[src/rtl/rf_write_arbiter_if.sv]
// Register-file write-port bundle: two write requesters in, one registered
// register-file write port plus debug counters out.
interface rf_write_arbiter_if #(
    parameter int XLEN = 32
);
    logic            a_valid;
    logic            a_ready;
    logic [4:0]      a_rd;
    logic [XLEN-1:0] a_data;
    logic            b_valid;
    logic            b_ready;
    logic [4:0]      b_rd;
    logic [XLEN-1:0] b_data;
    logic [4:0]      rf_rd;
    logic            rf_we;
    logic [XLEN-1:0] rf_data;
    logic [3:0]      starve_cnt;
    logic [15:0]     forced_grants;

    modport slave (
        input  a_valid, a_rd, a_data, b_valid, b_rd, b_data,
        output a_ready, b_ready, rf_rd, rf_we, rf_data, starve_cnt, forced_grants
    );

    modport master (
        output a_valid, a_rd, a_data, b_valid, b_rd, b_data,
        input  a_ready, b_ready, rf_rd, rf_we, rf_data, starve_cnt, forced_grants
    );
endinterface

[src/rtl/rf_write_arbiter.sv]
// Two-requester register-file write arbiter: fixed priority to A, with forced B
// grants after STARVE_LIMIT waits. Optional same-rd squash: RF_ARB_WAW_SQUASH_EN.
module rf_write_arbiter #(
    parameter int XLEN         = 32,
    parameter int STARVE_LIMIT = 4
) (
    input  logic                clk,
    input  logic                rst,
    rf_write_arbiter_if.slave   bus
);
    localparam logic [3:0]  LIMIT_C = 4'(STARVE_LIMIT);
    localparam logic [15:0] FG_MAX  = 16'hFFFF;

    logic [4:0]      r_rf_rd;
    logic            r_rf_we;
    logic [XLEN-1:0] r_rf_data;
    logic [3:0]      r_starve_cnt;
    logic [15:0]     r_forced_grants;

    logic            w_force_b;
    logic            w_squash;
    logic            w_a_ready;
    logic            w_b_ready;
    logic            w_a_xfer;
    logic            w_b_xfer;
    logic            w_issue;
    logic [4:0]      w_issue_rd;
    logic [XLEN-1:0] w_issue_data;

    // Grant decision and selection of the payload that reaches the write port
    always_comb begin
        w_force_b    = bus.b_valid && (r_starve_cnt == LIMIT_C);
`ifdef RF_ARB_WAW_SQUASH_EN
        w_squash     = bus.a_valid && bus.b_valid && (bus.a_rd == bus.b_rd) &&
                       (bus.a_rd != 5'd0) && !w_force_b;
`else
        w_squash     = 1'b0;
`endif
        w_a_ready    = 1'b0;
        w_b_ready    = 1'b0;
        w_issue_rd   = bus.a_rd;
        w_issue_data = bus.a_data;

        if (!rst) begin
            w_a_ready = 1'b0;
            w_b_ready = 1'b0;
        end else if (w_force_b) begin
            w_a_ready = 1'b0;
            w_b_ready = 1'b1;
        end else if (w_squash) begin
            // B's result is older and would be overwritten by A anyway
            w_a_ready = 1'b1;
            w_b_ready = 1'b1;
        end else if (bus.a_valid) begin
            w_a_ready = 1'b1;
            w_b_ready = 1'b0;
        end else begin
            w_a_ready = 1'b1;
            w_b_ready = 1'b1;
        end

        w_a_xfer = bus.a_valid && w_a_ready;
        w_b_xfer = bus.b_valid && w_b_ready;
        w_issue  = w_a_xfer || w_b_xfer;

        if (w_a_xfer) begin
            w_issue_rd   = bus.a_rd;
            w_issue_data = bus.a_data;
        end else begin
            w_issue_rd   = bus.b_rd;
            w_issue_data = bus.b_data;
        end
    end

    // Registered register-file write port; x0 writes are consumed without enable
    always_ff @(posedge clk or negedge rst) begin
        if (!rst) begin
            r_rf_rd   <= 5'd0;
            r_rf_we   <= 1'b0;
            r_rf_data <= '0;
        end else if (w_issue) begin
            r_rf_rd   <= w_issue_rd;
            r_rf_we   <= (w_issue_rd != 5'd0);
            r_rf_data <= w_issue_data;
        end else begin
            r_rf_we   <= 1'b0;
        end
    end

    // B wait counter and saturating forced-grant counter
    always_ff @(posedge clk or negedge rst) begin
        if (!rst) begin
            r_starve_cnt    <= 4'd0;
            r_forced_grants <= 16'd0;
        end else begin
            if (w_b_xfer || !bus.b_valid) begin
                r_starve_cnt <= 4'd0;
            end else if (r_starve_cnt < LIMIT_C) begin
                r_starve_cnt <= r_starve_cnt + 4'd1;
            end else begin
                r_starve_cnt <= r_starve_cnt;
            end

            if (w_force_b && (r_forced_grants != FG_MAX)) begin
                r_forced_grants <= r_forced_grants + 16'd1;
            end else begin
                r_forced_grants <= r_forced_grants;
            end
        end
    end

    assign bus.a_ready       = w_a_ready;
    assign bus.b_ready       = w_b_ready;
    assign bus.rf_rd         = r_rf_rd;
    assign bus.rf_we         = r_rf_we;
    assign bus.rf_data       = r_rf_data;
    assign bus.starve_cnt    = r_starve_cnt;
    assign bus.forced_grants = r_forced_grants;
endmodule

[src/flat_wrapper.sv]
// flat-port wrapper written by rule: the top's interface ports become plain ports
module rf_write_arbiter_flat 
#(
    parameter int XLEN         = 32,
    parameter int STARVE_LIMIT = 4
)
  (clk, rst, bus_a_valid, bus_a_rd, bus_a_data, bus_b_valid, bus_b_rd, bus_b_data, bus_a_ready, bus_b_ready, bus_rf_rd, bus_rf_we, bus_rf_data, bus_starve_cnt, bus_forced_grants);
  rf_write_arbiter_if #(.XLEN(XLEN)) bus_i ();
  input  logic clk;
  input  logic rst;
  input wire logic [$bits(bus_i.a_valid)-1:0] bus_a_valid;
  input wire logic [$bits(bus_i.a_rd)-1:0] bus_a_rd;
  input wire logic [$bits(bus_i.a_data)-1:0] bus_a_data;
  input wire logic [$bits(bus_i.b_valid)-1:0] bus_b_valid;
  input wire logic [$bits(bus_i.b_rd)-1:0] bus_b_rd;
  input wire logic [$bits(bus_i.b_data)-1:0] bus_b_data;
  output wire logic [$bits(bus_i.a_ready)-1:0] bus_a_ready;
  output wire logic [$bits(bus_i.b_ready)-1:0] bus_b_ready;
  output wire logic [$bits(bus_i.rf_rd)-1:0] bus_rf_rd;
  output wire logic [$bits(bus_i.rf_we)-1:0] bus_rf_we;
  output wire logic [$bits(bus_i.rf_data)-1:0] bus_rf_data;
  output wire logic [$bits(bus_i.starve_cnt)-1:0] bus_starve_cnt;
  output wire logic [$bits(bus_i.forced_grants)-1:0] bus_forced_grants;
  assign bus_i.a_valid = bus_a_valid;
  assign bus_i.a_rd = bus_a_rd;
  assign bus_i.a_data = bus_a_data;
  assign bus_i.b_valid = bus_b_valid;
  assign bus_i.b_rd = bus_b_rd;
  assign bus_i.b_data = bus_b_data;
  assign bus_a_ready = bus_i.a_ready;
  assign bus_b_ready = bus_i.b_ready;
  assign bus_rf_rd = bus_i.rf_rd;
  assign bus_rf_we = bus_i.rf_we;
  assign bus_rf_data = bus_i.rf_data;
  assign bus_starve_cnt = bus_i.starve_cnt;
  assign bus_forced_grants = bus_i.forced_grants;
  rf_write_arbiter #(.XLEN(XLEN), .STARVE_LIMIT(STARVE_LIMIT)) u_core (.clk(clk), .rst(rst), .bus(bus_i));
endmodule
[config.mk]
export PLATFORM = sky130hd
export DESIGN_NAME = rf_write_arbiter_flat
export DESIGN_NICKNAME = d
export VERILOG_FILES = /design/src/rtl/rf_write_arbiter_if.sv /design/src/rtl/rf_write_arbiter.sv /design/src/flat_wrapper.sv
export SDC_FILE = /design/constraint.sdc
export NUM_CORES = 1
export LEC_CHECK = 0
export ABC_AREA = 1
export BUFFER_PORTS_ARGS = -buffer_cell sky130_fd_sc_hd__buf_2
export CORE_ASPECT_RATIO = 0.8
export CORE_MARGIN = 3
export CORE_UTILIZATION = 51
export DETAILED_ROUTE_END_ITERATION = 10
export PLACE_DENSITY = 0.86
export SLEW_MARGIN = 20
export SYNTH_ARGS = -nofsm -noshare
export SYNTH_HDL_FRONTEND = slang
export SYNTH_SLANG_ARGS = --single-unit
[constraint.sdc]
create_clock -name clk -period 4.7 [get_ports clk]
set_input_delay 0.235 -clock clk [delete_from_list [all_inputs] [get_ports clk]]
set_output_delay 0.235 -clock clk [all_outputs]
set_load 0.02 [all_outputs]
==> metrics.cfg <==
[global_routing]
grt_pass1_wl_um=14000
overflow=0
grt_max_degree=45
track_usage_pct=26.4
antenna_found_initial=0
grt_pass1_vias=2958

[setup_path]
required_ns=4.88
setup.worst_path.start=rst
crit-reg2reg-launch=u_core.bus.starve_cnt[0]$_DFFE_PN0P_
crit_top_cell=nor2_1
critPathTopFamily=simple AND/OR/NAND/NOR gates
critPathMaxFanout=33
cp_slowest_stage_delay_ns=0.86
path_buf_inv=2
slowest_stage=nand3_1
r2r_cells=10
crit_chain=dlygate4sd3_1 -> buf_2 -> nand3_1 -> o21ai_0 -> nand2_1 -> nor2_1 -> nor2_1
start_kind=input port
cp-end-kind=flop
path_class=input port to flop
cp-endpoint=u_core.bus.rf_we$_DFF_PN0_
timing.rr.end=u_core.bus.rf_we$_DFF_PN0_
crit_cells=7
rrSetupSlack_ns=2.16
worstPathArrival_ns=3.03

[clocking]
cts_buffers=9
cts_tree=yes
cts_root_buffer=clkbuf_8
cts_htree_levels=3
cts.sinks=58
clk_latency_ns=0.33
clk_pin_slew_ns=0.07
clock_path_buffers=2

[timing]
setup_tns_ns=0
slew_viol_final=0
rsz0062_at_grt=no
finalHoldViolCount=0
finalSetupViolations=0
worst-slew-pin-transition_ns=1.06
relSlewSlack_pct=29.4
fmax_ghz=0.350
finalClockSkew_ns=0.00571
fin_crit_ns=2.85
post-route-period-util_pct=60.7

[drt]
drt-initial-drc-count=247
drt_pass1_iterations=5
drt_wl_total_um=8740
ant_nets=0
vias_per_cell=5.33
vias=3138
wire_per_inst_um=14.8
drcViolationCount=0

[synth]
syn-num-nets=456
yosysUniqueCellTypes=27
ys_seq_area_share_pct=48.3
synth_cells=375
ys_seq_elements=58
syn_avg_cell_area_sq_um=8.02
synth_area_sq_um=3010
ys_warn_count=0

[flow_run]
drv_cap=0

[placed_design]
dp.cells=571
numPortBuffers=137
placed_area_sq_um=3700
place.gp.congestion=0.910
place_hpwl_um=6240

[die]
rows=24
die_h_um=74.7
start_util_pct=53.8
die_w_um=91.8
fp.coreArea_sq_um=5590
io_pins=138
die_area_sq_um=6860

[pwr]
vdd_drop_max_uv=202
p_leak_uw=0.00198
p_int_uw=896
power_uw=1360
power.density_nw_per_um2=352
p_sw_share_pct=34.2
clockPowerShare_pct=28.7
p_comb_share_pct=25.7
switching_power_uw=467
seq_power_share_pct=45.6

[final_layout]
fin_cells=589
drive_above_1_share_pct=32.7
area_delta_synth_final_pct=28.8
final_nets=586
final_design_area_no_fill_sq_um=3870
utilization_pct=69.4

[status]
status=complete, no violations

[min_path]
hold_depth=3
hp-class=input port to flop

==> power by group through the flow <==
stage,clock network [uW],logic [uW],registers (uW)
global placement,0,341,625
floorplan,0,128,703
CTS,400,352,620
global route,430,384,629
finish,391,350,622
detailed placement,0,351,627
==> timing repair <==
action	4_1_cts	5_1_grt
resized for setup	0	0
endpoints found under the setup margin	0	0
buffers inserted	0	0
endpoints found under the hold margin	25	0
hold buffers	1	0
==> cell families after synthesis <==
group | Yosys count | synth area share, %
compound gates | 83 | 14.3
simple gates | 170 | 25.6
fa+ha+maj | 3 | 1.25
buf+inv | 51 | 7.66
xor+xnor | 10 | 2.91
flops | 58 | 48.3
==> how the worst min path moves through the flow <==
| stage | startpoint | end | slack, ns |
|---|---|---|---|
| floorplan | rst | u_core.bus.forced_grants[0]$_DFFE_PN0P_ | -0.06 |
| finish | bus_a_data[4] | u_core.bus.rf_data[4]$_DFFE_PN0P_ | 0.16 |
| CTS | bus_a_data[4] | u_core.bus.rf_data[4]$_DFFE_PN0P_ | 0.15 |
| detailed placement | rst | u_core.bus.forced_grants[7]$_DFFE_PN0P_ | 0.33 |
| global placement | rst | u_core.bus.forced_grants[13]$_DFFE_PN0P_ | 0.33 |
| global route | bus_a_data[4] | u_core.bus.rf_data[4]$_DFFE_PN0P_ | 0.15 |
==> cells in the final DEF, fill, tap and decap left out, types with 2 or more instances in the layout <==
cell,netlist,final
a21oi_1,66,66
buf_2,8,137
buf_4,5,2
clkbuf_1,7,3
clkbuf_8,0,10
clkinv_2,0,3
dfrtp_1,58,58
ha_1,3,3
inv_1,28,28
nand2_1,59,59
nand2_2,3,3
nand3_1,39,39
nand3_2,2,2
nand3b_1,3,3
nand4_1,6,6
nor2_1,52,52
nor3_1,2,2
o21ai_0,11,11
o21ai_1,2,2
o21ai_2,4,3
xnor2_1,3,3
xor2_1,7,7
==> cells in the mapped netlist (all sizes together) <==
cell | number | area, sq um
nand2 | 63 | 251
a21oi | 66 | 330
dfrtp | 58 | 1450
nand4 | 6 | 37.5
nor2 | 53 | 206
o21ai | 17 | 100
clkbuf | 7 | 26.3
xnor2 | 3 | 26.3
xor2 | 7 | 61.3
inv | 30 | 115
buf | 14 | 88.8
nand3 | 41 | 215
nand3b | 3 | 22.5
nor3 | 4 | 36.3
ha | 3 | 37.5
==> final cells by class <==
class | instances | area, sq um
flip-flops and latches | 58 | 1450
clock buffers | 13 | 149
clock inverters | 3 | 15.0
repair buffers | 140 | 711
fillers | 486 | 1710
well taps | 78 | 97.6
diodes | 1 | 2.50
multi-input cells | 266 | 1330
inverters | 30 | 115
==> tightest hold or removal path: cells and delay by family <==
family	cells	cell delay, ns
compound gates	1	0.06
simple gates	1	0.07
buf+inv	1	0.10
==> per-stage QoR <==
step                      hold WS, ns  setup WS (ns)
after floorplan               -0.0606           3.01
after CTS                       0.153           1.83
final                           0.163           1.85
after global placement          0.326           2.01
after detailed placement        0.334           1.91
after global routing            0.153           1.49
==> state kept, by name, summed over array words and instances, names as in the netlist <==
name,cells
u_core.bus.rf_data,32
u_core.bus.rf_we,1
u_core.bus.forced_grants,16
u_core.bus.starve_cnt,4
u_core.bus.rf_rd,5
==> layer usage <==
layer	share of wire [%]	vias up	wire, um	GRT usage (%)
met2	48	200	4180	44.1
met3	11	20	943	9.39
met4	2.1	0	182	9.39
met5	0	-	0	0
li1	-	1494	-	-
met1	39	1424	3430	32.4
Power figures use the tool's default switching activity.
